**src/rtl/hazard_pkg.sv**
```systemverilog
// Shared types and helpers for the pipeline hazard controller.
// Holds the forwarding-select encoding, the mul/div FSM states and the forwarding priority helper.
package hazard_pkg;

  typedef enum logic [1:0] {
    FWD_RF  = 2'b00,
    FWD_WB  = 2'b01,
    FWD_MEM = 2'b10
  } fwd_sel_t;

  typedef enum logic {
    RUN    = 1'b0,
    MDWAIT = 1'b1
  } hz_state_t;

  // The M stage holds the younger result, so it wins over W.
  function automatic fwd_sel_t fwd_pick(input logic hit_m, input logic hit_w);
    if (hit_m) return FWD_MEM;
    if (hit_w) return FWD_WB;
    return FWD_RF;
  endfunction

endpackage

```
**src/rtl/hazard_md_timer.sv**
```systemverilog
// Down-counter for the remaining E-stage cycles of a multi-cycle mul/div op.
// load arms it with LATENCY-2; it counts down while busy and never goes below zero.
module hazard_md_timer #(
  parameter int LATENCY = 4
) (
  input  logic clk,
  input  logic rst,
  input  logic load,
  input  logic busy,
  output logic done
);

  localparam int CNT_W = $clog2(LATENCY) + 1;
  localparam logic [CNT_W-1:0] LOAD_VAL = (LATENCY > 1) ? CNT_W'(LATENCY - 2) : '0;

  logic [CNT_W-1:0] count;

  always_ff @(posedge clk) begin
    if (rst) begin
      count <= '0;
    end else if (load) begin
      count <= LOAD_VAL;
    end else if (busy && (count != '0)) begin
      count <= count - 1'b1;
    end
  end

  assign done = (count == '0);

endmodule

```
**src/rtl/hazard_ctrl.sv**
```systemverilog
// Pipeline hazard controller: operand forwarding, load-use stall, branch flush and mul/div stall.
// Define HAZARD_MULDIV_EN to build the multi-cycle mul/div FSM; without it MulDivStartE is ignored.
module hazard_ctrl
  import hazard_pkg::*;
#(
  parameter int REG_ADDR_W     = 5,
  parameter int MULDIV_LATENCY = 4
) (
  input  logic                  clk,
  input  logic                  rst,
  input  logic [REG_ADDR_W-1:0] Rs1D,
  input  logic [REG_ADDR_W-1:0] Rs2D,
  input  logic [REG_ADDR_W-1:0] Rs1E,
  input  logic [REG_ADDR_W-1:0] Rs2E,
  input  logic [REG_ADDR_W-1:0] RdE,
  input  logic [REG_ADDR_W-1:0] RdM,
  input  logic [REG_ADDR_W-1:0] RdW,
  input  logic                  RegWriteM,
  input  logic                  RegWriteW,
  input  logic                  LoadE,
  input  logic                  PCSrcE,
  input  logic                  MulDivStartE,
  output logic                  StallF,
  output logic                  StallD,
  output logic                  StallE,
  output logic                  FlushD,
  output logic                  FlushE,
  output logic                  FlushM,
  output logic [1:0]            ForwardAE,
  output logic [1:0]            ForwardBE,
  output logic                  MulDivBusy
);

  logic m_valid;
  logic w_valid;
  logic load_use;
  logic md_active;

  // Forwarding stays live through reset; register x0 is never a forwarding source.
  assign m_valid   = RegWriteM && (RdM != '0);
  assign w_valid   = RegWriteW && (RdW != '0);
  assign ForwardAE = fwd_pick(m_valid && (RdM == Rs1E), w_valid && (RdW == Rs1E));
  assign ForwardBE = fwd_pick(m_valid && (RdM == Rs2E), w_valid && (RdW == Rs2E));

  assign load_use = LoadE && (RdE != '0) && ((RdE == Rs1D) || (RdE == Rs2D));

`ifdef HAZARD_MULDIV_EN
  hz_state_t state;
  logic      md_start;
  logic      md_done;

  assign md_start  = (MULDIV_LATENCY > 1) && (state == RUN) && MulDivStartE;
  assign md_active = md_start || (state == MDWAIT);

  hazard_md_timer #(
    .LATENCY(MULDIV_LATENCY)
  ) u_timer (
    .clk  (clk),
    .rst  (rst),
    .load (md_start),
    .busy (state == MDWAIT),
    .done (md_done)
  );

  always_ff @(posedge clk) begin
    if (rst) begin
      state <= RUN;
    end else begin
      case (state)
        RUN:     if (md_start) state <= MDWAIT;
        MDWAIT:  if (md_done) state <= RUN;
        default: state <= RUN;
      endcase
    end
  end
`else
  logic unused_md;

  assign md_active = 1'b0;
  assign unused_md = &{1'b0, clk, MulDivStartE, MULDIV_LATENCY[0]};
`endif

  // Priority: reset, then an occupied E stage, then branch over load-use.
  always_comb begin
    StallF     = load_use && !PCSrcE;
    StallD     = load_use && !PCSrcE;
    StallE     = 1'b0;
    FlushD     = PCSrcE;
    FlushE     = PCSrcE || load_use;
    FlushM     = 1'b0;
    MulDivBusy = 1'b0;
    if (rst) begin
      StallF = 1'b0;
      StallD = 1'b0;
      FlushD = 1'b1;
      FlushE = 1'b1;
      FlushM = 1'b1;
    end else if (md_active) begin
      StallF     = 1'b1;
      StallD     = 1'b1;
      StallE     = 1'b1;
      FlushD     = 1'b0;
      FlushE     = 1'b0;
      FlushM     = 1'b1;
      MulDivBusy = 1'b1;
    end
  end

endmodule

```
**config.mk**
```make
export PLATFORM = sky130hd
export DESIGN_NAME = hazard_ctrl
export DESIGN_NICKNAME = d
export VERILOG_FILES = /design/src/rtl/hazard_pkg.sv /design/src/rtl/hazard_md_timer.sv /design/src/rtl/hazard_ctrl.sv
export SDC_FILE = /design/constraint.sdc
export NUM_CORES = 1
export LEC_CHECK = 0
export CORE_AREA = 4 4 41 43
export DETAILED_ROUTE_END_ITERATION = 16
export DIE_AREA = 0 0 45 47
export DONT_BUFFER_PORTS = 1
export SYNTH_ARGS = -nofsm -noshare
export SYNTH_HDL_FRONTEND = slang
export SYNTH_SLANG_ARGS = --single-unit
export TNS_END_PERCENT = 20
```
**constraint.sdc**
```tcl
create_clock -name vclk -period 1.2
set_input_delay 0.12 -clock vclk [all_inputs]
set_output_delay 0.12 -clock vclk [all_outputs]
set_load 0.01 [all_outputs]
```
==> impl_results.md <==
- GP Congestion: between 0.6 and 0.7
- Share of post-route cells with drive strength above 1: 0.196
- Global route overflow: 0
- Netlist cell types: 16
- Die Area: roughly 0.0021 mm2
- # Post-CTS Setup Buffers: 0
- Routed Antenna Nets: 0
- Mapped Area: ~440 um2
- Leakage: ~0.16 nW
- Vias in the first global route: roughly 430
- Hold-fix buffers, CTS: 0
- Die extent in y: approximately 47 um
- Post-synthesis sequential area ratio: 0
- Fin worst setup slack: -79.3 ps
- Port bufs: 0
- Setup CP Type: in -> out
- Setup violations, final: 3
- Avg WL per Cell: between 15 and 20 um
- Measured slew at the worst slew-check pin: 537 ps
- Post-DP HPWL: 1.05 mm
- Outcome: finished with violations
- Crit. End Element: output pin
- Ports: 53
- Register Area: 0 um2
- Worst IR Drop VDD: just over 0.00006 V
- Hold Worst Slack: around 240 ps
- Yosys warnings: 0
- Violated checks: negative setup slack
- Final worst path period need: ~1300 ps
- Max Freq: 782 MHz
- Critical Path Fanout Max: 3
- Cell depth of the worst hold path: 0
- Avg Inst Size Synth: 7.79 um2
- Drt drc: 0
- Core area: approximately 0.0013 mm2
- Relative slew slack: 0.639
- DR vias/cell: roughly 5.4
- Worst hold start: rst
- Die width: 45 um
- Seq cells: 0
- Total Routing Usage GR: 0.0999
- Hold endpoint: FlushM
- Startpoint types: input port
- RSZ-0062 raised after global routing: yes
- CP required: 1080 ps
- 1st-iter DRT viols: 3
- Area Overhead vs Synth: 11.0%
- Drt total wl: about 1.1 mm
- Global-route wire length before repair: roughly 1.7 mm
- Hold Crit Class: in -> out
- Arrival time at the worst endpoint: 1160 ps
- Fill cells: around 140
- Multi-input gate area: roughly 460 um2
- Syn Inst Count: 57
- Largest net degree at the start of global routing: 4
- Drt first pass iters: 3
- Slew Limit Fails: 0
- Pwr/cell area: around 270 mW/mm2
- Hold Vio Cnt, Final: 0
- Tcrit/Tclk final: 1.07
- Max-cap violations: 0
- Clk_buf instances: 0
- Setup Slack @ Placement: -99.1 ps
- Initial antenna violation count: 0
- Via count: ~380
- Rows: 13
- Ant diodes: 0
- Nets: 100
- Initial Util: 0.341
-- what timing repair did --
action,CTS,global route
cloned,0,0
endpoints found under the setup margin,3,5
hold endpoints to repair,0,0
resized for setup,1,3
pin swaps,0,0
-- worst max-delay path, stage by stage --
cell and delay [ps]:
or4_1 550, o21ai_2 190, nor4_2 110, nor4_4 190
-- power breakdown --
group / switching, mW / internal (mW)
combinational: 0.0610 / 0.0699
clock: 0 / 0
sequential: 0 / 0
total: 0.0610 / 0.0699
-- logic make-up after synthesis --
kind of cell | synth area share
xor gates and xnor gates | 0.592
other | 0.00844
AOI/OAI and AO/OA | 0.0761
buffers and inverters | 0.0676
and+or+nand+nor | 0.256
-- Yosys cell counts --
master | instances | area [um2]
nor4_1 | 2 | 12.5
or4_1 | 5 | 37.5
conb_1 | 1 | 3.75
xnor2_1 | 6 | 52.6
buf_4 | 4 | 30.0
nor4_2 | 2 | 25.0
nand3_1 | 2 | 10.0
or2_2 | 1 | 6.26
xor2_1 | 24 | 210
a22oi_1 | 1 | 7.51
o21ai_1 | 1 | 5.00
o21ai_2 | 1 | 8.76
nor2_1 | 2 | 7.51
o21bai_1 | 1 | 7.51
o21ai_0 | 1 | 5.00
nor3_1 | 3 | 15.0
-- how the worst max path moves through the flow --
stage | from | to | slack [ps] | cells past startpoint
2_1_floorplan | Rs1E[4] | ForwardAE[0] | -40 | 3
3_5_place_dp | RdM[1] | ForwardAE[0] | -100 | 4
5_1_grt | RdM[1] | ForwardBE[0] | -150 | 4
3_3_place_gp | RdM[1] | ForwardAE[0] | -80 | 4
6_report | RdM[1] | ForwardAE[0] | -80 | 4
4_1_cts | RdM[1] | ForwardBE[0] | -80 | 4
-- through the flow --
step           instances  TNS, ps  instance area (um2)  power, mW  utilization
6_report              71     -158                  493      0.131        0.379
5_1_grt               71     -373                  493      0.145        0.379
4_1_cts               71     -209                  483      0.129        0.371
3_5_place_dp          71     -221                  477      0.126        0.366
3_3_place_gp          71     -228                  477      0.124        0.366
2_1_floorplan         58    -87.9                  473      0.122            -
-- area by class of cell --
| class | count | share of cell area |
|---|---|---|
| Multi-Input combinational cell | 54 | 0.931 |
| Tap cell | 15 | 0.0381 |
| Timing Repair Buffer | 2 | 0.0305 |
-- cells in the final DEF, fill, tap and decap left out, types with 2 or more instances in the layout --
master and instances:
buf_4 2, conb_1 2, nor3_1 3, or4_4 2, nand3_1 2, xor2_1 24
o21ai_2 2, nor4_2 2, nor4_4 2, xnor2_1 6, or4_1 3, nor2_1 2
-- per-layer routing --
metal,part of all wire,track usage
met3,0.17,0.0268
met4,0,0
met1,0.30,0.112
met5,0,0
met2,0.53,0.198
(Power assumes the default switching activity.)
